File: config.mk
export PLATFORM = sky130hd
export DESIGN_NAME = uart_rx_axis_fifo
export DESIGN_NICKNAME = d
export VERILOG_FILES = /design/src/rtl/uart_defs_pkg.sv /design/src/rtl/uart_rx_axis_fifo_sync_fifo.sv /design/src/rtl/uart_rx_axis_fifo.sv
export SDC_FILE = /design/constraint.sdc
export NUM_CORES = 1
export LEC_CHECK = 0
export CAP_MARGIN = 5
export CORE_MARGIN = 10
export CORE_UTILIZATION = 40
export DETAILED_ROUTE_END_ITERATION = 10
export GPL_ROUTABILITY_DRIVEN = 0
export PLACE_DENSITY = 0.53
export SLEW_MARGIN = 25
export SYNTH_ARGS = -nofsm -noshare
export SYNTH_HDL_FRONTEND = slang
export SYNTH_SLANG_ARGS = --single-unit
File: constraint.sdc
create_clock -name clk -period 5.3 [get_ports clk]
set_input_delay 1.06 -clock clk [delete_from_list [all_inputs] [get_ports clk]]
set_output_delay 1.06 -clock clk [all_outputs]
set_load 0.03 [all_outputs]
File: src/rtl/uart_defs_pkg.sv
// Constants shared by the UART receiver, transmitter and the RX stream buffer.
// The AXIS widths here keep the UART side and the stream side agreeing on beat layout.
package uart_defs;

   localparam int         UART_DATA_BITS = 8;
   localparam logic [7:0] UART_EOP_CHAR  = 8'h0A;

   localparam int AXIS_TDATA_W = UART_DATA_BITS;
   localparam int AXIS_TLAST_W = 1;
   localparam int AXIS_BEAT_W  = AXIS_TDATA_W + AXIS_TLAST_W;

endpackage

File: src/rtl/uart_rx_axis_fifo_sync_fifo.sv
// Single-clock first-word-fall-through FIFO with an explicit occupancy counter.
// A push into a full FIFO is accepted only when a pop frees the head slot in the same cycle.
module sync_fifo #(
   parameter int WIDTH   = 9,
   parameter int DEPTH   = 16,
   localparam int PTR_W   = $clog2(DEPTH),
   localparam int LEVEL_W = $clog2(DEPTH) + 1
) (
   input  logic               clk,
   input  logic               rst_n,
   input  logic               push,
   input  logic               pop,
   input  logic [WIDTH-1:0]   wdata,
   output logic [WIDTH-1:0]   rdata,
   output logic               full,
   output logic               empty,
   output logic [LEVEL_W-1:0] level
);

   logic [WIDTH-1:0] mem [DEPTH];
   logic [PTR_W-1:0] wr_ptr;
   logic [PTR_W-1:0] rd_ptr;
   logic             wr_en;
   logic             rd_en;

   assign full  = (level == LEVEL_W'(DEPTH));
   assign empty = (level == '0);
   assign rd_en = pop && !empty;
   assign wr_en = push && (!full || rd_en);
   assign rdata = mem[rd_ptr];

   // NOTE: storage has no reset; only pointers and level decide what is valid, so mem stays plain RAM.
   always_ff @(posedge clk) begin
      if (wr_en) mem[wr_ptr] <= wdata;
   end

   // NOTE: state registers use non-blocking assignments so every update sees pre-edge values.
   always_ff @(posedge clk or negedge rst_n) begin
      if (!rst_n) begin
         wr_ptr <= '0;
         rd_ptr <= '0;
         level  <= '0;
      end else begin
         if (wr_en) wr_ptr <= wr_ptr + PTR_W'(1);
         if (rd_en) rd_ptr <= rd_ptr + PTR_W'(1);
         if (wr_en && !rd_en)      level <= level + LEVEL_W'(1);
         else if (rd_en && !wr_en) level <= level - LEVEL_W'(1);
      end
   end

endmodule

File: src/rtl/uart_rx_axis_fifo.sv
// Buffers bytes from the UART receiver and presents them as an AXI-Stream master,
// tagging the end-of-packet character with tlast and flagging dropped bytes.
module uart_rx_axis_fifo
   import uart_defs::*;
#(
   parameter int                   DATA_BITS = UART_DATA_BITS,
   parameter int                   DEPTH     = 16,
   parameter bit                   EOP_EN    = 1'b1,
   parameter logic [DATA_BITS-1:0] EOP_CHAR  = DATA_BITS'(UART_EOP_CHAR),
   localparam int                  LEVEL_W   = $clog2(DEPTH) + 1
) (
   input  logic                 clk,
   input  logic                 rst_n,
   input  logic [DATA_BITS-1:0] rx_data,
   input  logic                 rx_valid,
   output logic [DATA_BITS-1:0] m_axis_tdata,
   output logic                 m_axis_tvalid,
   input  logic                 m_axis_tready,
   output logic                 m_axis_tlast,
   output logic                 overflow,
   input  logic                 overflow_clr,
   output logic [LEVEL_W-1:0]   level
);

   localparam int ENTRY_W = DATA_BITS + AXIS_TLAST_W;

   logic               fifo_full;
   logic               fifo_empty;
   logic               push;
   logic               pop;
   logic               ovf_set;
   logic               eop;
   logic [ENTRY_W-1:0] wdata;
   logic [ENTRY_W-1:0] rdata;

   assign eop   = EOP_EN && (rx_data == EOP_CHAR);
   assign wdata = {eop, rx_data};

   // tvalid comes from registered occupancy only, so tready never reaches it combinationally.
   assign m_axis_tvalid               = !fifo_empty;
   assign pop                         = m_axis_tvalid && m_axis_tready;
   assign {m_axis_tlast, m_axis_tdata} = rdata;

   assign push    = rx_valid && (!fifo_full || pop);
   assign ovf_set = rx_valid && fifo_full && !pop;

   // A drop in the same cycle as a clear keeps the flag set.
   always_ff @(posedge clk or negedge rst_n) begin
      if (!rst_n)            overflow <= 1'b0;
      else if (ovf_set)      overflow <= 1'b1;
      else if (overflow_clr) overflow <= 1'b0;
   end

   sync_fifo #(
      .WIDTH (ENTRY_W),
      .DEPTH (DEPTH)
   ) u_fifo (
      .clk   (clk),
      .rst_n (rst_n),
      .push  (push),
      .pop   (pop),
      .wdata (wdata),
      .rdata (rdata),
      .full  (fifo_full),
      .empty (fifo_empty),
      .level (level)
   );

endmodule

==> flow_summary.ini, run 1 <==
[outcome]
outcome = completed

[cts]
postCtsSetupBuffers = 0
cts.sinks = 158
worstSkewPairLatency_ps = 430
cts_tree = built
path_clk_slew_ps = 60
cts_resized = 0
cts.hold.buffers_added = 0
root_buffer = clkbuf_16
cts_buffer_depth = 2
cts_max_level = 4
cts_made_buffers = 17

[drt]
vias = 3255
drt-vias-per-instance = 5.18
drt-total-wl_um = 13500
dr.pass1.iters = 4
drt-wirelength-per-cell_um = 21.6
drtIter0Drc = 207
ant_nets = 0
drc = 0

[die]
die_x_um = 147
start_util = 0.406
die-height_um = 147
core_area_um2 = 15800
ios = 29
fp-row-count = 46
die_area_um2 = 21500

[job]
maxCapViolations = 0

[global_route]
grtUsageTotal = 0.130
antenna_found_initial = 0
grt_max_degree = 58
grt_pass1_wl_um = 21000
grt_pass1_vias = 3438
grt-ovfl-total = 0

[sta]
whs_ps = 536
finalHoldViolCount = 0
min_period_over_period = 0.754
max_freq_ghz = 0.250
timing.slew.headroom = 0.378
setup_tns_ps = 0
rsz0062_at_grt = false
timing_worst_slew_pin_value_ps = 930
min_period_ps = 4000
clock_skew_ps = 15.2
setup_viol = 0
slew_viol_final = 0

[synth]
syn_avg_cell_area_um2 = 18.1
syn_inst = 355
synth-seq-area-share = 0.728
synthTopCellsByArea = edfxtp_1, mux4_2, mux2i_1, dfrtp_1, a221oi_1
synth-edff-count = 144
synth_async_sr_flop_share = 0.0886
syn_nets = 378
synth_common_cells = edfxtp_1, mux2i_1, a221oi_1, mux4_2, nand2_1
synth_cell_types = 40
syn-cell-area_um2 = 6420
synth_top_area_frac = 0.673
yosysMostFrequentCell = edfxtp_1
synth-seq-cells = 158
synth_top_cell_by_area = edfxtp_1
yosys_most_used_dff = edfxtp_1
ys_warn_count = 0

[place]
hpwl_um = 8460
placed_area_um2 = 7020
port-buffer-count = 28

[final_layout]
area_delta_synth_final_pct = 18.7
drive_gt1_frac = 0.187
final_nets = 422
stdcell_area_um2 = 7620
diodes = 0

[critical_path]
arrival_ps = 2940
crit_required_ps = 4240
crit_path_end_kind = primary output
start_kind = register
criticalPathCategory = register to primary output
cp_max_fo = 19

[power]
power_density_nw_per_um2 = 575
leakagePower_nw = 2.61
ir_drop_uv = 242

[worst_hold_path]
hold_path.class = register to register
[registers in the layout, indices dropped and copies added, names as in the netlist]
| signal | count |
|---|---|
| u_fifo.mem | 144 |
| u_fifo.level | 5 |
| u_fifo.rd_ptr | 4 |
| u_fifo.wr_ptr | 4 |
| overflow | 1 |
[placed cells by master, fill, tap and decap left out, types with 2 or more instances in the layout]
cell type and count:
a22oi_1 9, dfrtp_1 13, mux2i_1 37, and3_1 4, a221oi_1 18, nor2_1 6
inv_1 10, bufinv_16 3, clkinvlp_4 4, nand2_1 15, clkinv_1 2, clkdlybuf4s50_1 28
nor4_2 4, o21ai_0 12, clkbuf_1 2, nor2_2 2, buf_4 13, mux4_2 18
xor2_1 2, nor3_1 4, xnor2_1 8, clkinv_4 3, a21oi_1 2, mux2_2 2
ha_1 9, clkbuf_16 17, nand3_1 2, edfxtp_1 144
[stage by stage]
stage | std cells | power (mW) | utilization | worst slack [ps]
floorplan | 355 | 2.68 | - | 2430
global placement | 596 | 3.18 | 0.444 | 1800
detailed placement | 596 | 3.20 | 0.444 | 1740
CTS | 628 | 4.45 | 0.482 | 1270
global route | 628 | 4.60 | 0.482 | 1190
finish | 628 | 4.38 | 0.482 | 1300
[logic make-up after synthesis]
logic type      count (synthesis)  share of synthesized area
flops                         158                      0.728
xor+xnor                       10                     0.0136
fa+ha+maj                      10                     0.0206
compound gates                 46                     0.0547
mux                            57                      0.124
simple gates                   45                     0.0364
buf+inv                        29                     0.0226
[worst paths after layout]
kind	start	cells after the start	slack [ps]	endpoint
setup / recovery	u_fifo.rd_ptr[2]	5	1300	m_axis_tdata[6]
max in group asynchronous	rst_n	1	3670	u_fifo.rd_ptr[0]
setup reg to reg	u_fifo.level[1]	10	2380	u_fifo.level[4]
min in group asynchronous	rst_n	1	1070	u_fifo.level[3]
hold reg to reg	overflow	2	540	overflow
hold / removal	overflow	2	540	overflow
[layout make-up]
type / count / area (µm²)
tap: 216 / 270
inverter: 12 / 45.0
timing repair buffer: 42 / 398
fill: 1355 / 8200
multi-input combinational: 168 / 1630
clock inverter: 13 / 166
sequential: 158 / 4680
clock buffer: 19 / 433
[power breakdown]
group	switching [mW]	internal [mW]	total, mW	leakage (nW)
Clock	0.488	0.742	1.23	0.279
Combinational	0.868	0.635	1.50	0.862
Sequential	0.125	1.52	1.65	1.47
Total	1.48	2.90	4.38	2.61
[worst max-delay path: stages, from the launching register on]
cell and delay [ps]:
dfrtp_1 540, and2_1 480, a221oi_1 560, o21ai_0 160, nand2_1 100, clkdlybuf4s50_1 670
[metal layers]
| layer | part of all wire | track usage | up-vias |
|---|---|---|---|
| li1 | - | - | 1514 |
| met1 | 0.46 | 0.176 | 1655 |
| met2 | 0.48 | 0.196 | 71 |
| met3 | 0.048 | 0.0313 | 15 |
| met4 | 0.012 | 0.0551 | 0 |
| met5 | 0 | 0 | - |
Power figures use the tool's default switching activity.
==> run 2: changes to the inputs <==
==> constraint.sdc (replaced) <==
create_clock -name clk -period 4 [get_ports clk]
set_input_delay 0.8 -clock clk [delete_from_list [all_inputs] [get_ports clk]]
set_output_delay 0.8 -clock clk [all_outputs]
set_load 0.03 [all_outputs]
==> run 2 against run 1 <==
Flip-flop and latch count did not move; cell area is 1.0% higher; setup slack worse by 870 ps; combinational power grew 35%; via count up 2.1%; cell count up 1.3%; clock skew decreased by 8.3 ps; hold slack lost 2.5 ps; sequential power up 31%; sequential share of layout area decreased by 0.61 points; critical path type unchanged.
==> flow_summary.ini, run 2 (synthesized netlist as in run 1, its figures left out) <==
[cts]
root_buffer = clkbuf_16
cts_buffer_depth = 2
worstSkewPairLatency_ps = 410
cts_max_level = 4
path_clk_slew_ps = 60
cts.sinks = 158
cts.hold.buffers_added = 0
cts_made_buffers = 17
postCtsSetupBuffers = 0
cts_resized = 0
cts_tree = built

[die]
fp-row-count = 46
die-height_um = 147
ios = 29
die_x_um = 147
die_area_um2 = 21500
start_util = 0.406
core_area_um2 = 15800

[place]
placed_area_um2 = 7080
hpwl_um = 8420
port-buffer-count = 28

[sta]
min_period_ps = 3570
slew_viol_final = 0
finalHoldViolCount = 0
timing_worst_slew_pin_value_ps = 708
max_freq_ghz = 0.281
timing.slew.headroom = 0.526
rsz0062_at_grt = false
min_period_over_period = 0.891
setup_viol = 0
clock_skew_ps = 6.81
setup_tns_ps = 0

[final_layout]
largest_reg_flops = 144
reg.largest.list = u_fifo.mem: 144 flops, u_fifo.level: 5 flops
stdcell_area_um2 = 7700
final_nets = 430
drive_gt1_frac = 0.198
final_cell_mix = edfxtp_1, mux2i_1, clkdlybuf4s50_1
fillers = 1329
area_delta_synth_final_pct = 19.9
layout_commonest_cell = edfxtp_1
regMostFlops = u_fifo.mem
diodes = 0

[drt]
drt-wirelength-per-cell_um = 20.6
drt-total-wl_um = 13100
ant_nets = 0
drc = 0
dr.pass1.iters = 4
drt-vias-per-instance = 5.22
drtIter0Drc = 336
vias = 3322

[critical_path]
cp_max_fo = 57
r2r-start = u_fifo.level[1]
crit_chain = buf_12 -> mux4_2 -> a22oi_1 -> nand2_1 -> clkdlybuf4s50_1
crit_start = u_fifo.rd_ptr[0]
start_kind = register
cp_top_family = buffers and inverters
crit_buf_inv = 2
cpMaxStageDelayCell = clkdlybuf4s50_1
arrival_ps = 2770
crit_path_end_kind = primary output
slowest_delay_ps = 620
criticalPathCategory = register to primary output
crit_required_ps = 3200

[power]
leakagePower_nw = 2.67
ir_drop_uv = 330
power_density_nw_per_um2 = 760

[worst_hold_path]
min_from = overflow
hold_path.class = register to register

[global_route]
grt_pass1_vias = 3359
antenna_found_initial = 0
grt-ovfl-total = 0
grt_max_degree = 58
grtUsageTotal = 0.126
grt_pass1_wl_um = 20400

[outcome]
outcome = completed

[job]
maxCapViolations = 0
[run 2: cell types whose count changed in the layout (fill, tap and decap cells not counted), sizes merged]
cell      change
buf           +8
clkinvlp      -2
clkbuf        -1
bufinv        +1
clkinv        +2
[run 2: layout make-up]
| cell class | count | area, µm² | area share |
|---|---|---|---|
| clock inverter | 14 | 191 | 0.0249 |
| timing repair buffer | 50 | 458 | 0.0595 |
| multi-input combinational | 168 | 1630 | 0.212 |
| sequential | 158 | 4680 | 0.607 |
| tap | 216 | 270 | 0.0351 |
| inverter | 12 | 45.0 | 0.00585 |
| clock buffer | 18 | 429 | 0.0557 |
[run 2: report_power, final]
part           internal [mW]  total, mW  switching (mW)
logic                  0.857       2.02            1.17
clock network           1.04       1.67           0.624
registers               2.02       2.16           0.141
[run 2: path summary, 6_finish.rpt]
check                      depth (start not counted)               end  slack, ps
max                                                5      m_axis_tlast        440
min                                                2          overflow        530
min reg2reg                                        2          overflow        530
max in group asynchronous                          1  u_fifo.rd_ptr[0]       2660
max reg2reg                                       10   u_fifo.level[4]       1060
min in group asynchronous                          1   u_fifo.level[3]        810
[run 2: per-layer routing]
| metal | vias up | part of all wire | track usage |
|---|---|---|---|
| met4 | 0 | 0.019 | 0.0470 |
| met2 | 75 | 0.47 | 0.192 |
| li1 | 1528 | - | - |
| met1 | 1700 | 0.47 | 0.170 |
| met3 | 19 | 0.045 | 0.0313 |
| met5 | - | 0 | 0 |
[run 2: per-stage QoR]
step | hold WS [ps] | setup WS, ps | cells | power, mW | utilization
after floorplan | 504 | 1180 | 355 | 3.55 | -
after global placement | 499 | 737 | 604 | 4.23 | 0.447
after detailed placement | 535 | 711 | 604 | 4.24 | 0.447
after CTS | 546 | 432 | 636 | 5.92 | 0.487
after global routing | 571 | 235 | 636 | 6.16 | 0.487
final | 533 | 435 | 636 | 5.85 | 0.487
[run 2: worst min-delay path, stage by stage, from the launching register on]
cell     delay, ps
dfrtp_1        350
inv_1           50
o32ai_1         90
==> run 3: changes to the inputs <==
--- a/config.mk
+++ b/config.mk
@@ -11,6 +11,7 @@
 export DETAILED_ROUTE_END_ITERATION = 10
 export GPL_ROUTABILITY_DRIVEN = 0
 export PLACE_DENSITY = 0.53
+export SETUP_SLACK_MARGIN = 0.3
 export SLEW_MARGIN = 25
 export SYNTH_ARGS = -nofsm -noshare
 export SYNTH_HDL_FRONTEND = slang
==> constraint.sdc (replaced) <==
create_clock -name clk -period 3.8 [get_ports clk]
set_input_delay 0.76 -clock clk [delete_from_list [all_inputs] [get_ports clk]]
set_output_delay 0.76 -clock clk [all_outputs]
set_load 0.03 [all_outputs]
==> run 3 against run 2 <==
Via count shrank 0.18%; critical endpoint is now m_axis_tdata[5]; critical path depth is the same; highest routed layer unchanged; global-route usage increased by 0.26 points; largest cell class unchanged.
==> flow_summary.ini, run 3 (synthesized netlist as in run 1, its figures left out) <==
[outcome]
outcome = completed

[die]
start_util = 0.406
die_x_um = 147
core_area_um2 = 15800
die-height_um = 147
fp-row-count = 46
ios = 29
die_area_um2 = 21500

[power]
leakagePower_nw = 2.69
power_density_nw_per_um2 = 790
ir_drop_uv = 348

[critical_path]
ff2ff_path_depth = 10
crit_path_end_kind = primary output
crit_chain = buf_12 -> mux4_2 -> a22oi_1 -> nand2_1 -> dlygate4sd2_1
cpMaxStageDelayCell = mux4_2
crit_required_ps = 3040
start_kind = register
crit_cells = 5
criticalPathCategory = register to primary output
regToRegEndpoint = u_fifo.level[4]
rrSetupSlack_ps = 890
cp_top_family = buffers and inverters
crit_buf_inv = 2
r2r-start = u_fifo.level[1]
cp_max_fo = 20
arrival_ps = 2480
slowest_delay_ps = 590

[global_route]
grt_pass1_wl_um = 20800
grtUsageTotal = 0.129
grt-ovfl-total = 0
grt_pass1_vias = 3431
grt_max_degree = 22
antenna_found_initial = 0

[worst_hold_path]
whs_path_depth = 2
min_from = overflow
hold_path.class = register to register
holdPathEnd = overflow

[place]
place_inst = 606
preCtsSetupSlack_ps = 573
hpwl_um = 8810
port-buffer-count = 28

[final_layout]
drive_gt1_frac = 0.205
final_nets = 433
regMostFlops = u_fifo.mem
final_cell_mix = edfxtp_1, mux2i_1, buf_4
fillers = 1327
instances_no_fill = 636
seq_area_um2 = 4680
fin_util = 0.486
area_delta_synth_final_pct = 19.7
largest_reg_flops = 144
layout_commonest_cell = edfxtp_1
multi_input_area_um2 = 1640
reg.largest.list = u_fifo.mem: 144 flops, u_fifo.level: 5 flops
diodes = 0

[drt]
drt-vias-per-instance = 5.21
vias = 3316
drt-wirelength-per-cell_um = 20.9
ant_nets = 0
drt-total-wl_um = 13300
dr.pass1.iters = 4
drtIter0Drc = 259
drc = 0

[cts]
cts_max_level = 4
path_clk_slew_ps = 60
cts_buffer_depth = 2
cts_made_buffers = 17
cts.sinks = 158
cts.hold.buffers_added = 0
root_buffer = clkbuf_16
cts_tree = built
worstSkewPairLatency_ps = 420

[sta]
max_freq_ghz = 0.308
setup_viol = 0
min_period_over_period = 0.853
rsz0062_at_grt = false
timing_worst_slew_pin_value_ps = 709
setup_ws_ps = 557
clock_skew_ps = 5.07
finalHoldViolCount = 0
min_period_ps = 3240
slew_viol_final = 0
timing.slew.headroom = 0.526
setup_tns_ps = 0

[job]
maxCapViolations = 0
[run 3: how the worst max path moves through the flow]
stage | from | end
CTS | u_fifo.rd_ptr[0] | m_axis_tdata[2]
floorplan | u_fifo.level[1] | u_fifo.level[4]
detailed placement | m_axis_tready | u_fifo.level[4]
finish | u_fifo.rd_ptr[0] | m_axis_tdata[5]
global placement | u_fifo.rd_ptr[0] | m_axis_tdata[5]
global route | u_fifo.rd_ptr[1] | m_axis_tdata[6]
[run 3: where the power goes]
group | total, mW | internal, mW | leakage (nW) | switching (mW)
sequential | 2.29 | 2.13 | 1.47 | 0.166
clock | 1.66 | 1.02 | 0.272 | 0.644
combinational | 2.12 | 0.887 | 0.952 | 1.24
[run 3: per-stage QoR]
stage                     cell area, µm²  power (mW)  hold WS [ps]
after floorplan                     6420        3.74           464
after global placement              7100        4.49           501
after detailed placement            7100        4.51           510
after CTS                           7680        6.14           527
after global routing                7690        6.39           539
final                               7690        6.07           522
[run 3: area by class of cell]
class / instances / area share
multi-input combinational: 168 / 0.213
clock inverter: 12 / 0.0192
inverter: 12 / 0.00586
clock buffer: 17 / 0.0553
timing repair buffer: 53 / 0.0630
tap: 216 / 0.0352
sequential: 158 / 0.608
[run 3: worst register-to-register path, delay by kind of cell, from the launching register on]
kind	cells	cell delay [ps]
AOI/OAI and AO/OA	3	630
xor gates and xnor gates	1	130
adders and majority gates	2	520
buffers and inverters	2	290
DFF	1	440
muxes	1	230
and+or+nand+nor	1	600
[run 3: timing repair]
action	in CTS	in global routing
gates resized for setup	7	4
setup buffers	1	0
endpoints found under the setup margin	9	3
pin swaps	0	0
[run 3: routing by layer]
| layer | routed length, µm | track usage | vias up |
|---|---|---|---|
| met3 | 692 | 0.0399 | 18 |
| met1 | 6200 | 0.170 | 1693 |
| met2 | 6220 | 0.194 | 74 |
| met5 | 0 | 0 | - |
| li1 | - | - | 1531 |
| met4 | 203 | 0.0480 | 0 |
